[config.mk]
export PLATFORM = sky130hd
export DESIGN_NAME = write8to32
export DESIGN_NICKNAME = d
export VERILOG_FILES = /design/src/rtl/write8to32.sv
export SDC_FILE = /design/constraint.sdc
export NUM_CORES = 1
export LEC_CHECK = 0
export BUFFER_PORTS_ARGS = -buffer_cell sky130_fd_sc_hd__buf_2
export CAP_MARGIN = 0
export CORE_MARGIN = 10
export CORE_UTILIZATION = 45
export DETAILED_ROUTE_END_ITERATION = 8
export GPL_ROUTABILITY_DRIVEN = 0
export PLACE_DENSITY = 0.7
export SKIP_LAST_GASP = 1
export SYNTH_ARGS = -nofsm -noshare
export SYNTH_HDL_FRONTEND = slang
export SYNTH_SLANG_ARGS = --single-unit
[constraint.sdc]
create_clock -name _clock -period 9.96 [get_ports _clock]
set_input_delay 1.494 -clock _clock [delete_from_list [all_inputs] [get_ports _clock]]
set_output_delay 1.494 -clock _clock [all_outputs]
set_load 0.05 [all_outputs]
[src/rtl/write8to32.sv]
// write8to32: packs a ready/valid byte stream into little-endian 32-bit words
// and emits one (address, data) write tuple per word at base + ADDR_STRIDE*i.
// After the last tuple is handed off, a DONE tuple (_done=1, _valid=1) is
// presented until the downstream accepts it.
module write8to32 #(
    parameter int BYTES_PER_WORD = 4,
    parameter int ADDR_STRIDE    = 4
) (
    input  logic               _clock,
    input  logic               _reset,
    input  logic signed [31:0] base,
    input  logic signed [31:0] count,
    input  logic               _start,
    input  logic        [7:0]  byte_in,
    input  logic               byte_valid,
    output logic               byte_ready,
    input  logic               _ready,
    output logic               _valid,
    output logic               _done,
    output logic signed [31:0] _out0,
    output logic signed [31:0] _out1
);

    localparam int J_W = $clog2(BYTES_PER_WORD);

    typedef enum logic [1:0] {
        IDLE   = 2'd0,
        GATHER = 2'd1,
        EMIT   = 2'd2,
        DONE   = 2'd3
    } state_t;

    state_t                    state_reg, state_next;
    logic signed [31:0]        base_reg;
    logic signed [31:0]        count_reg;
    logic        [31:0]        i_reg;
    logic        [J_W-1:0]     j_reg;
    logic [8*BYTES_PER_WORD-1:0] merged_word;

    // Per-cycle strobes decoded by the FSM.
    logic accept;     // a byte is consumed this edge
    logic last_byte;  // the consumed byte completes a word
    logic retire;     // the pending data tuple is handed off this edge

    // State register.
    always_ff @(posedge _clock or posedge _reset) begin
        if (_reset) begin
            state_reg <= IDLE;
        end else begin
            state_reg <= state_next;
        end
    end

    // Next-state and handshake outputs; _start overrides everything, so it
    // also masks byte_ready and the tuple handshake in the same cycle.
    always_comb begin
        state_next = state_reg;
        byte_ready = 1'b0;
        _valid     = 1'b0;
        _done      = 1'b0;
        accept     = 1'b0;
        last_byte  = 1'b0;
        retire     = 1'b0;
        case (state_reg)
            GATHER: begin
                byte_ready = !_start;
                accept     = byte_valid && !_start;
                last_byte  = accept && (j_reg == J_W'(BYTES_PER_WORD - 1));
                if (last_byte) begin
                    state_next = EMIT;
                end
            end
            EMIT: begin
                _valid = 1'b1;
                retire = _ready && !_start;
                if (retire) begin
                    state_next = ((i_reg + 32'd1) == $unsigned(count_reg)) ? DONE : GATHER;
                end
            end
            DONE: begin
                _valid = 1'b1;
                _done  = 1'b1;
                if (_ready) begin
                    state_next = IDLE;
                end
            end
            default: begin
                state_next = IDLE;
            end
        endcase
        if (_start) begin
            state_next = (count <= 32'sd0) ? DONE : GATHER;
        end
    end

    // Byte lanes of the word under construction. The merged view substitutes
    // the incoming byte into its lane so the final byte lands in the tuple on
    // the same edge that accepts it.
    for (genvar gi = 0; gi < BYTES_PER_WORD; gi++) begin : gen_lane
        logic [7:0] lane_reg;

        // Lane capture; a new transfer discards any partial word.
        always_ff @(posedge _clock or posedge _reset) begin
            if (_reset) begin
                lane_reg <= '0;
            end else if (_start) begin
                lane_reg <= '0;
            end else if (accept && (j_reg == J_W'(gi))) begin
                lane_reg <= byte_in;
            end
        end

        assign merged_word[8*gi +: 8] = (j_reg == J_W'(gi)) ? byte_in : lane_reg;
    end

    // Transfer parameters, word/byte indices and the output tuple registers.
    always_ff @(posedge _clock or posedge _reset) begin
        if (_reset) begin
            base_reg  <= '0;
            count_reg <= '0;
            i_reg     <= '0;
            j_reg     <= '0;
            _out0     <= '0;
            _out1     <= '0;
        end else if (_start) begin
            base_reg  <= base;
            count_reg <= count;
            i_reg     <= '0;
            j_reg     <= '0;
        end else begin
            if (accept) begin
                j_reg <= last_byte ? '0 : j_reg + 1'b1;
            end
            if (last_byte) begin
                _out1 <= merged_word;
                _out0 <= base_reg + (32'(ADDR_STRIDE) * i_reg);
            end
            if (retire) begin
                i_reg <= i_reg + 32'd1;
            end
        end
    end

endmodule

======== After elaboration in Yosys (flattened, before gate mapping) ========
Cells that the tools add are included.
cells by class
  add/subtract/negate cells ............... 3
  $mul .................................... 0
  divide/modulo/power cells ............... 0
  order comparisons ....................... 1
  eq/ne operators ......................... 10
  shift operators ......................... 0
  muxes and demuxes ....................... 30
  bitwise operators ....................... 1
  reductions and logical operators ........ 18
operators by type and width
  operator                                                          number
  2-to-1 mux 8 bit                                                  12
  2-to-1 mux 32 bit                                                 2
  adder 32 x 1 -> 32 bit (second input constant)                    1
  adder 32 bit                                                      1
  == test 32 bit                                                    1
  less-or-equal comparator 32 x 1 -> 1 bit (second input constant)  1
  2-to-1 mux 2 bit                                                  9
  nonzero test 2 bit                                                6
  != test 3 bit (second input constant)                             3
  == test 2 bit (second input constant)                             4
  logical AND 1 bit                                                 7
  2-to-1 mux 1 bit                                                  6
  case mux 2 bit (3 select lines)                                   1
  == test 2 x 1 -> 1 bit (second input constant)                    2
  AND reduction 3 bit                                               1
  adder 2 x 1 -> 2 bit (second input constant)                      1
  zero test 2 bit                                                   1
  AND reduction 2 bit                                               1
  OR reduction 2 bit                                                1
  zero test 1 bit                                                   1
  NOT 1 bit                                                         1
word-level totals
  register bits after elaboration ......... 196
  latch bits .............................. 0
  bits in writable memories ............... 0
  memory bits (read-only) ................. 0
  input bits .............................. 77
  output and inout bits ................... 67
  word-level logic and storage cells ...... 74
  memories kept ........................... 0

======== Longest topological paths before layout ========
  depth in word-level cells ............... 7
  gate-level depth with buffers ........... 11
  gate-level depth less buffers ........... 11

======== Least setup slack after synthesis ========
No wires, ideal clock.
  path type ............................... input-to-output
  start point ............................. input port _start
  end point ............................... output port byte_ready
  data arrival time ....................... 2.409 ns
  required time ........................... 8.466 ns
  path slack .............................. 6.057 ns
  cell stages on the path ................. 2
  path buffers ............................ 1
  cells stage by stage .................... clkbuf_1 nor2b_1
between the ends
  word-level cells in the longest chain between the ends .. 2
RTL lines
  what              line  source
  start, declared   13    input logic _start,
  zero test 1 bit   66    byte_ready = !_start;
  2-to-1 mux 1 bit  64    case (state_reg)
  end, declared     16    output logic byte_ready,
No other way between the ends.

======== Final worst setup path ========
Ends and elaborated chain as after synthesis.

==> impl_results.md <==
* Simple-gate share of the synthesized area at 0.1576
* Initial antenna violation count at 0
* Mux cell area share after synthesis at 0.09521
* H-tree depth at 4
* Most used cell along the critical path: buf_4
* Vias in the first global route at 7720
* Tcrit/Tclk final at 0.4597
* Net total in the final layout at 1247
* N_diodes at 0
* Critical path buffers and inverters at 3
* # port buffers at 143
* Ratio of cells with drive above 1 in the final layout at 0.2245
* Slew HR at 0.2599
* Critical Path End Type: output pin
* Area grow syn2layout at 14.56%
* DRT Pass-1 Iters at 5
* Worst Skew at 17.22 ps
* Yosys top cell by area: dfrtp_1
* Post-DP HPWL at 18680 um
* DR DRC count at 0
* TritonCTS clock tree: yes
* Gr busiest metal: met2
* Area share of the largest cell type after synthesis at 0.4674
* Cell family with most CP delay: buffers and inverters
* CTS Root Buffer Type: clkbuf_16
* Top FF cell, synth: dfrtp_1
* # IOs at 144
* Clock sink count at 188
* Final instance area at 0.01153 mm2
* Async SR Flop Fraction at 1.000
* P per Cell Area at 161.3 mW/mm2
* Global-route wire length before repair at 40770 um
* Fillers at 2058
* Synth Warn # at 0
* Post-CTS Setup Repair Bufs at 0
* Clk slew on worst S/H paths at 70 ps
* Critical Path AT at 3080 ps
* Mapped Cells at 1014
* Worst path slowest cell: buf_4
* Via count at 7782
* Post-synth EDFFs at 0
* Worst hold path class: reg2reg
* Crit. path cell count at 4
* Initial detailed-routing violation count at 645
* Total GRT Usage at 0.1749
* Crit path max fanout at 67
* Setup TNS at 0 ps
* Synth Area in Compound Gates at 0.1255
* Cell Area, Placed at 0.01098 mm2
* Detail Route Antenna Nets at 0
* Routed wire length at 25070 um
* Width of the die at 169.6 um
* Largest family of logic cells by synthesized area: simple AND/OR/NAND/NOR gates
* CP Cell Sequence: buf_4 > buf_4 > nor2b_1 > buf_2
* Area of the multi-input gates at 0.005094 mm2
* Drt wl/cell at 17.59 um
* Fmax at 218.4 MHz
* Die Y at 169.6 um
* Final setup vio count at 0
* Max-cap violation count at 0
* Syn Std Cell Area at 0.01007 mm2
* Core area at 0.02189 mm2
* Max-slew violations at 0
* Largest net degree at the start of global routing at 110
* Worst Tran Pin Value at 1110 ps
* Vias per std cell at 5.461
* Die ar. at 0.02875 mm2
* Top cells by area, synth: dfrtp_1, mux2_2, nand2_1
* Post-Syn Nets at 1129
* Maximum clock path buffer count at 2
* Hold Path Stages at 2
* # rows at 54
* GRT met2 Usage at 0.2763
* Req. time, crit path at 8470 ps
* Tmin final at 4578 ps
* Slowest stage delay, CP at 690 ps
* Final hold violations at 0
* Startpoint Class: primary input
* Sequential cell area at 0.004705 mm2
* XOR/XNOR Fraction of Synth Area at 0.07918
* M1 GR Usage at 0.2327
* Grt met3 use at 0.03868
* Status: finished, final reports clean
* Peak supply drop at 0.1643 mV
* CP Class: in2out
* CTS Hold Buffers Added at 0
* GR Overflow Total at 0
* Starting density of the core at 0.4598
* FF-to-FF path depth at 11
* Synth Area in Adders at 0.04798
* Num CTS Buffers at 17
* Syn Area/Cell at 9.927 um2
* Leak at 0.005393 uW
* Number of gates resized after cts at 0
* Seq/Total Area, Yosys at 0.4674
* Seq cells post-synth at 188
* RSZ-0062 raised after global routing: no
* Worst skew pair latency at 440 ps
* Cell variety after synth at 66
## where the power goes
group          switching, uW  total [uW]  internal (uW)
Combinational            218         346            127
Sequential              45.8         864            818
Clock                    294         651            357
## cells by family (layout without fill, tap and decap cells)
| family | after synthesis | in the layout |
|---|---|---|
| mux | 88 | 88 |
| fa+ha+maj | 38 | 38 |
| buf+inv | 67 | 198 |
| flops | 188 | 188 |
| compound gates | 210 | 210 |
| xor+xnor | 91 | 91 |
| simple gates | 332 | 332 |
## stage by stage
step / hold slack (ps) / utilization / power (uW) / std cells / worst slack (ps)
after floorplan: 434.8 / - / 1119 / 1014 / 3352
after global placement: 444.8 / 0.5014 / 1215 / 1393 / 5378
after detailed placement: 453.7 / 0.5014 / 1221 / 1393 / 5338
after CTS: 471.5 / 0.5267 / 1871 / 1425 / 5337
after global routing: 494.4 / 0.5267 / 1943 / 1425 / 5194
final: 464.9 / 0.5267 / 1860 / 1425 / 5382
## layout by cell type, fill, tap and decap left out, drive strengths merged, types with 21 or more instances in the layout
master and n:
xor2 43, dfrtp 188, a21oi 42, nor2 52, buf 148, mux2 62, ha 37, mux2i 26
clkbuf 21, nand2 154, xnor2 48, nand3 28, o21ai 95
## cell type report
class,count,share of cell area
clock inverters,11,0.008138
multi-input cells,759,0.4417
inverters,18,0.006293
flip-flops and latches,188,0.4080
repair buffers,148,0.06554
clock buffers,21,0.03993
well taps,280,0.03038
## worst min-delay path, cell delays in order (launching register included)
cell	delay, ps
dfrtp_1	340
nand2_1	50
nand2_1	40
## Yosys cell counts, types with 2 or more instances
| cell | count |
|---|---|
| ha_1 | 37 |
| and3_1 | 7 |
| o31ai_1 | 10 |
| a211oi_1 | 5 |
| o21bai_1 | 7 |
| o31a_1 | 2 |
| o21ai_1 | 3 |
| mux2i_1 | 26 |
| dfrtp_1 | 188 |
| nor2b_1 | 4 |
| nor3b_1 | 2 |
| nand2_1 | 153 |
| nor3_1 | 17 |
| nor4_1 | 9 |
| and2_1 | 5 |
| clkbuf_1 | 33 |
| nand3_1 | 27 |
| nand3b_1 | 2 |
| a211o_1 | 2 |
| mux2_2 | 62 |
| nand2b_1 | 11 |
| or3_1 | 8 |
| buf_4 | 2 |
| or4_1 | 2 |
| o21a_1 | 7 |
| a21o_1 | 10 |
| nand4_1 | 17 |
| o21ai_0 | 92 |
| nor2_2 | 2 |
| nor2_1 | 50 |
| o2111ai_1 | 2 |
| xor2_1 | 43 |
| buf_1 | 3 |
| a21oi_1 | 42 |
| xnor2_1 | 48 |
| inv_1 | 18 |
| a31oi_1 | 11 |
| buf_2 | 11 |
| and4_1 | 6 |
| o211ai_1 | 2 |
## per-layer routing
layer,part of all wire,up-vias
met3,0.052,32
met4,0.019,0
met5,0,-
met1,0.46,3741
met2,0.47,205
li1,-,3804
## worst paths after layout
check | start | to | slack [ps]
max | _start | byte_ready | 5380
min | _out0[20] | _out0[20] | 460
max reg2reg | i_reg[0] | _out0[30] | 6660
min reg2reg | _out0[20] | _out0[20] | 460
max in group asynchronous | _reset | i_reg[19] | 7110
min in group asynchronous | _reset | _out1[15] | 1250
(Power assumes the default switching activity.)
